<file path="src/rtl/lcs_engine.sv">
// ============================================================================
// Module  : lcs_engine
// Brief   : Longest-common-subsequence engine for the text-entry result
//           screens. Fills a DP table one cell per clock, then traces back
//           one step per clock, producing the LCS length and a space-padded,
//           left-justified LCS string ready for an LCD row.
// Rev     : 1.0  initial release
// ============================================================================
`timescale 1ns/1ps
`default_nettype none

module lcs_engine #(
  parameter int MAXLEN = 16
) (
  input  logic                  clk,
  input  logic                  reset_n,
  input  logic                  start,
  input  logic [8*MAXLEN-1:0]   str_a,
  input  logic [4:0]            len_a,
  input  logic [8*MAXLEN-1:0]   str_b,
  input  logic [4:0]            len_b,
  output logic                  busy,
  output logic                  done,
  output logic [4:0]            lcs_len,
  output logic [8*MAXLEN-1:0]   lcs_str
);

  localparam int              c_W        = 8 * MAXLEN;
  localparam logic [4:0]      c_MAX      = 5'(MAXLEN);
  localparam logic [c_W-1:0]  c_SPACES   = {MAXLEN{8'h20}};
  // Byte mask over character slot 0 (the MSBs); shifted right to reach slot k.
  localparam logic [c_W-1:0]  c_TOP_MASK = ~({c_W{1'b1}} >> 8);

  localparam logic [2:0] S_IDLE  = 3'd0;
  localparam logic [2:0] S_LOAD  = 3'd1;
  localparam logic [2:0] S_FILL  = 3'd2;
  localparam logic [2:0] S_TRACE = 3'd3;
  localparam logic [2:0] S_DONE  = 3'd4;

  logic [2:0]      r_state;
  logic [c_W-1:0]  r_str_a;
  logic [c_W-1:0]  r_str_b;
  logic [4:0]      r_la;
  logic [4:0]      r_lb;
  logic [4:0]      r_i;
  logic [4:0]      r_j;
  logic [4:0]      r_lcs_len;
  logic [c_W-1:0]  r_lcs_str;

  // Row 0 and column 0 are never written; the read logic substitutes zero.
  logic [4:0]      r_dp [0:MAXLEN][0:MAXLEN];

  logic [4:0]      w_im1;
  logic [4:0]      w_jm1;
  logic [7:0]      w_a_ch;
  logic [7:0]      w_b_ch;
  logic            w_match;
  logic [4:0]      w_diag;
  logic [4:0]      w_up;
  logic [4:0]      w_left;
  logic [4:0]      w_cur;
  logic [4:0]      w_max;
  logic [4:0]      w_cell;
  logic [4:0]      w_slot;
  logic [c_W-1:0]  w_slot_mask;
  logic [c_W-1:0]  w_slot_char;
  logic [c_W-1:0]  w_sh_a;
  logic [c_W-1:0]  w_sh_b;

  assign w_im1 = r_i - 5'd1;
  assign w_jm1 = r_j - 5'd1;

  // Character k of a string sits at the MSB end after shifting left by 8k.
  assign w_sh_a = r_str_a << {w_im1, 3'b000};
  assign w_sh_b = r_str_b << {w_jm1, 3'b000};
  assign w_a_ch = w_sh_a[c_W-1 -: 8];
  assign w_b_ch = w_sh_b[c_W-1 -: 8];
  assign w_match = (w_a_ch == w_b_ch);

  // Neighbouring DP reads around (i,j); boundary row/column read as zero.
  always_comb begin
    w_diag = 5'd0;
    w_up   = 5'd0;
    w_left = 5'd0;
    w_cur  = 5'd0;
    if ((r_i >= 5'd1) && (r_i <= c_MAX) && (r_j >= 5'd1) && (r_j <= c_MAX)) begin
      w_cur = r_dp[r_i][r_j];
      if ((r_i > 5'd1) && (r_j > 5'd1)) w_diag = r_dp[w_im1][w_jm1];
      if (r_i > 5'd1)                   w_up   = r_dp[w_im1][r_j];
      if (r_j > 5'd1)                   w_left = r_dp[r_i][w_jm1];
    end
  end

  // "Up" wins ties, both for the fill max and for the traceback direction.
  assign w_max  = (w_up >= w_left) ? w_up : w_left;
  assign w_cell = w_match ? (w_diag + 5'd1) : w_max;

  // Traceback writes the matched character into slot dp[i][j]-1.
  assign w_slot      = w_cur - 5'd1;
  assign w_slot_mask = c_TOP_MASK >> {w_slot, 3'b000};

  // Place the matched character in slot 0 and shift it to its final slot.
  always_comb begin
    w_slot_char = '0;
    w_slot_char[c_W-1 -: 8] = w_a_ch;
    w_slot_char = w_slot_char >> {w_slot, 3'b000};
  end

  // DP table write, one cell per FILL cycle; contents need no reset.
  always_ff @(posedge clk) begin
    if (r_state == S_FILL) begin
      r_dp[r_i][r_j] <= w_cell;
    end
  end

  // Control FSM: latch operands, sweep the table, trace back, report.
  always_ff @(posedge clk or negedge reset_n) begin
    if (!reset_n) begin
      r_state   <= S_IDLE;
      r_str_a   <= '0;
      r_str_b   <= '0;
      r_la      <= 5'd0;
      r_lb      <= 5'd0;
      r_i       <= 5'd0;
      r_j       <= 5'd0;
      r_lcs_len <= 5'd0;
      r_lcs_str <= c_SPACES;
    end else begin
      case (r_state)
        S_IDLE: begin
          if (start) begin
            r_str_a   <= str_a;
            r_str_b   <= str_b;
            r_la      <= (len_a > c_MAX) ? c_MAX : len_a;
            r_lb      <= (len_b > c_MAX) ? c_MAX : len_b;
            r_lcs_len <= 5'd0;
            r_lcs_str <= c_SPACES;
            r_state   <= S_LOAD;
          end
        end
        S_LOAD: begin
          if ((r_la == 5'd0) || (r_lb == 5'd0)) begin
            r_state <= S_DONE;
          end else begin
            r_i     <= 5'd1;
            r_j     <= 5'd1;
            r_state <= S_FILL;
          end
        end
        S_FILL: begin
          if (r_j == r_lb) begin
            if (r_i == r_la) begin
              // Last cell is being written this cycle: take it from the adder.
              r_lcs_len <= w_cell;
              r_state   <= S_TRACE;
            end else begin
              r_i <= r_i + 5'd1;
              r_j <= 5'd1;
            end
          end else begin
            r_j <= r_j + 5'd1;
          end
        end
        S_TRACE: begin
          if (w_match) begin
            r_lcs_str <= (r_lcs_str & ~w_slot_mask) | w_slot_char;
            r_i       <= r_i - 5'd1;
            r_j       <= r_j - 5'd1;
            if ((r_i == 5'd1) || (r_j == 5'd1)) r_state <= S_DONE;
          end else if (w_up >= w_left) begin
            r_i <= r_i - 5'd1;
            if (r_i == 5'd1) r_state <= S_DONE;
          end else begin
            r_j <= r_j - 5'd1;
            if (r_j == 5'd1) r_state <= S_DONE;
          end
        end
        S_DONE: begin
          r_state <= S_IDLE;
        end
        default: begin
          r_state <= S_IDLE;
        end
      endcase
    end
  end

  assign busy    = (r_state == S_LOAD) || (r_state == S_FILL) || (r_state == S_TRACE);
  assign done    = (r_state == S_DONE);
  assign lcs_len = r_lcs_len;
  assign lcs_str = r_lcs_str;

endmodule

`default_nettype wire

</file>
<file path="config.mk">
export PLATFORM = sky130hd
export DESIGN_NAME = lcs_engine
export DESIGN_NICKNAME = d
export VERILOG_FILES = /design/src/rtl/lcs_engine.sv
export SDC_FILE = /design/constraint.sdc
export NUM_CORES = 2
export LEC_CHECK = 0
export BUFFER_PORTS_ARGS = -buffer_cell sky130_fd_sc_hd__buf_2
export CAP_MARGIN = 0
export CORE_ASPECT_RATIO = 1.25
export CORE_MARGIN = 2
export CORE_UTILIZATION = 55
export DETAILED_ROUTE_END_ITERATION = 10
export GPL_ROUTABILITY_DRIVEN = 1
export PLACE_DENSITY = 0.72
export SYNTH_ARGS = -nofsm -noshare
export SYNTH_HDL_FRONTEND = slang
export SYNTH_SLANG_ARGS = --single-unit
</file>
<file path="constraint.sdc">
create_clock -name clk -period 22.6 [get_ports clk]
set_clock_uncertainty 0.1 [all_clocks]
set_input_delay 2.26 -clock clk [delete_from_list [all_inputs] [get_ports clk]]
set_output_delay 2.26 -clock clk [all_outputs]
set_load 0.02 [all_outputs]
</file>
==> impl_metrics.json <==
{
  "wl_um": 338700,
  "status": "complete, no violations",
  "cp-startpoint": "r_i[0]$_DFFE_PN0P_",
  "yosysSeqAreaShare_pct": 58.74,
  "timing.final.hold_violations": 0,
  "postSynthCellCount": 6627,
  "cts_buffer_depth": 3,
  "post-dp-hpwl_um": 223800,
  "drive_gt1_share_pct": 22.42,
  "rows": 167,
  "grt_max_degree": 217,
  "ys_top_cells_by_area": "edfxtp_1 (47%), mux4_2 (14%), dfrtp_1 (11%)",
  "place_congestion": 1.055,
  "synth_area_leader_cell": "edfxtp_1",
  "top_layer_used": "met5",
  "cts_tree": "yes",
  "arrival_ps": 11460,
  "core_area_sq_um": 165500,
  "synthArstFlopShare_pct": 22.19,
  "via_per_inst": 7.219,
  "slew_headroom_pct": 2.735,
  "hp-class": "flip-flop to flip-flop",
  "worstPathMaxFanout": 111,
  "synth_seq_cells": 1857,
  "slew_violations": 0,
  "setup.worst_path.end_class": "flip-flop",
  "antenna_found_initial": 21,
  "critical_path.startpoint_type": "flip-flop",
  "ys.warnings.count": 0,
  "rsz0062_at_grt": "false",
  "syn_avg_cell_area_sq_um": 13.80,
  "endpoint": "r_dp[13][79]$_DFFE_PP_",
  "drtIter0Drc": 10300,
  "dr.pass1.iters": 9,
  "clk_latency_ps": 890,
  "r2r_start": "r_i[0]$_DFFE_PN0P_",
  "worst-r2r-cell-count": 24,
  "wl_per_cell_um": 36.79,
  "antenna_left": 0,
  "cts.clk_slew.worst_paths_ps": 70,
  "die_x_um": 368.7,
  "ios": 404,
  "cts.repair.resized": 0,
  "fin_crit_sh_pct": 48.94,
  "ys.flop_type": "edfxtp_1",
  "reg2reg_to": "r_dp[13][79]$_DFFE_PP_",
  "vias": 66460,
  "holdBufCountCts": 0,
  "path_class": "flip-flop to flip-flop",
  "drc_errors": 0,
  "syn_area_sq_um": 91460,
  "worstPathRequired_ps": 23000,
  "setup_violations": 0,
  "wl_met3_um": 43340,
  "synth_edf_count": 1445,
  "dieHeight_um": 459.9,
  "start_util_pct": 55.27,
  "post_cts_buffers": 0,
  "placement.io_buffers": 403,
  "dieArea_sq_um": 169600,
  "htreeDepth": 4,
  "syn-num-nets": 6917,
  "ys_types": 107,
  "clock_sinks": 1857,
  "finalSetupTns_ps": 0,
  "overflow": 0,
  "wl_met1_um": 114300,
  "rrSetupSlack_ps": 11540,
  "max_slew.worst_pin.slew_ps": 1456,
  "cts_root_buf": "clkbuf_16",
  "track_usage_pct": 39.48,
  "grt_pass1_vias": 64310,
  "layout_min_cycle_time_ps": 11060,
  "grt_first_pass_wirelength_um": 475200,
  "fin_nets": 7129,
  "max_freq_mhz": 90.41,
  "numCtsBuffers": 179,
  "yosysTopAreaCellShare_pct": 47.44,
  "area_delta_synth_final_pct": 11.10,
  "drv_cap": 0,
  "wl_met2_um": 152800
}
==> how the worst min path moves through the flow <==
stage	slack (ps)	cells past startpoint	to	startpoint
floorplan	340	2	r_str_b[53]$_DFFE_PN0P_	r_str_b[53]$_DFFE_PN0P_
detailed placement	360	2	r_str_b[39]$_DFFE_PN0P_	r_str_b[39]$_DFFE_PN0P_
CTS	370	2	r_str_a[124]$_DFFE_PN0P_	r_str_a[124]$_DFFE_PN0P_
global route	390	2	r_str_b[39]$_DFFE_PN0P_	r_str_b[39]$_DFFE_PN0P_
finish	370	2	r_str_a[122]$_DFFE_PN0P_	r_str_a[122]$_DFFE_PN0P_
global placement	350	2	r_str_a[122]$_DFFE_PN0P_	r_str_a[122]$_DFFE_PN0P_
==> cells in the final DEF (no fill, tap or decap), types with 24 or more instances in the layout <==
| master | synthesis | final |
|---|---|---|
| nand2_1 | 1197 | 1193 |
| nand4_1 | 45 | 45 |
| a41oi_1 | 35 | 35 |
| mux2_2 | 33 | 33 |
| a221o_1 | 27 | 27 |
| a21oi_1 | 89 | 86 |
| clkbuf_1 | 287 | 24 |
| nand3_1 | 124 | 123 |
| and2_1 | 29 | 27 |
| mux2i_1 | 605 | 604 |
| o21ai_0 | 77 | 77 |
| dfrtp_1 | 396 | 390 |
| buf_2 | 113 | 402 |
| a22oi_1 | 115 | 115 |
| a31oi_1 | 78 | 78 |
| clkinv_2 | 0 | 28 |
| nor3_1 | 69 | 66 |
| o22ai_1 | 92 | 91 |
| o221ai_1 | 42 | 42 |
| nor2_1 | 436 | 430 |
| clkbuf_16 | 0 | 183 |
| buf_4 | 79 | 157 |
| mux4_2 | 552 | 552 |
| bufinv_16 | 0 | 29 |
| a311oi_1 | 47 | 47 |
| edfxtp_1 | 1445 | 1445 |
| a221oi_1 | 42 | 42 |
| a211oi_1 | 79 | 79 |
| o211ai_1 | 35 | 35 |
==> per-stage QoR <==
step	cell area (sq um)	std cells	worst slack [ps]	utilization, %	hold WS [ps]
finish	101600	9205	11540	61.40	369.3
global route	101600	9192	11350	61.38	392.1
CTS	101600	9186	11880	61.37	373.0
detailed placement	95260	8855	11910	57.56	357.6
global placement	95260	8855	12100	57.56	351.7
floorplan	91460	6627	6656	-	338.0
==> synth_stat cells (10+ instances only) <==
master,n
edfxtp_1,1445
nand2_1,1197
mux2i_1,605
mux4_2,552
nor2_1,436
dfrtp_1,396
clkbuf_1,287
nand3_1,124
a22oi_1,115
buf_2,113
o22ai_1,92
a21oi_1,89
a211oi_1,79
buf_4,79
a31oi_1,78
o21ai_0,77
nor3_1,69
a311oi_1,47
nand4_1,45
a221oi_1,42
o221ai_1,42
a41oi_1,35
o211ai_1,35
mux2_2,33
and2_1,29
buf_1,28
buf_6,28
a221o_1,27
a32oi_1,22
inv_1,22
ha_1,21
a2111oi_0,17
xnor2_1,17
dfstp_2,16
and3_1,15
nor4_1,15
or3_1,15
nor2b_1,14
o221a_2,13
xor2_1,13
a22o_1,12
o2111ai_1,12
nand2b_1,11
nand3b_1,10
==> logic make-up (layout without fill, tap and decap cells) <==
kind of cell             after synthesis  count (layout)  synth area share (%)
XOR/XNOR                              30              30                0.2873
adder cells (fa/ha/maj)               21              21                0.2873
buffers and inverters                564             926                 3.049
other                                  0              19                     0
multiplexers                        1190            1190                 20.62
AO/OA/AOI/OAI                        924             924                 7.527
AND/OR/NAND/NOR                     2041            2041                 9.490
flip-flops                          1857            1857                 58.74
==> critical path, cell delays in order (launching register included) <==
cell and delay [ps]:
dfrtp_4 720, inv_2 180, buf_4 770, ha_1 480, xor2_4 200, buf_4 490, buf_4 750, mux4_2 600
mux2i_1 310, o221ai_1 520, mux4_2 660, o211a_1 240, o221a_2 320, ha_1 290, a21oi_1 80, nor2b_1 100
o21ai_0 80, nand2b_1 100, a21o_1 390, nand2_1 100, o32ai_1 400, nor2_1 160, a21oi_4 900, buf_4 600
buf_4 890
==> cell type report <==
cell class | count | area, sq um
Clock inverter | 116 | 1523
Multi-Input combinational cell | 4206 | 35290
Tap cell | 2197 | 2749
Antenna cell | 19 | 47.55
Clock buffer | 215 | 4780
Timing Repair Buffer | 569 | 3386
Sequential cell | 1857 | 53740
Inverter | 26 | 98.84
Fill cell | 12450 | 63880
==> flip-flops by register name, summed over array words and instances, names as in the netlist <==
signal	count
lcs_len	5
r_state	3
r_j	5
r_str_a	128
r_la	5
r_i	5
r_dp	1445
r_lb	5
r_str_b	128
lcs_str	128
==> per-layer routing <==
layer | GRT usage (%) | vias to the layer above
met2 | 59.91 | 5569
met5 | 0 | -
met4 | 28.02 | 20
li1 | - | 26260
met1 | 49.10 | 33380
met3 | 10.98 | 1227
Power is left out: the tool's default activity adds up to more than one toggle a clock period on the data nets, which glitch-free logic cannot reach.
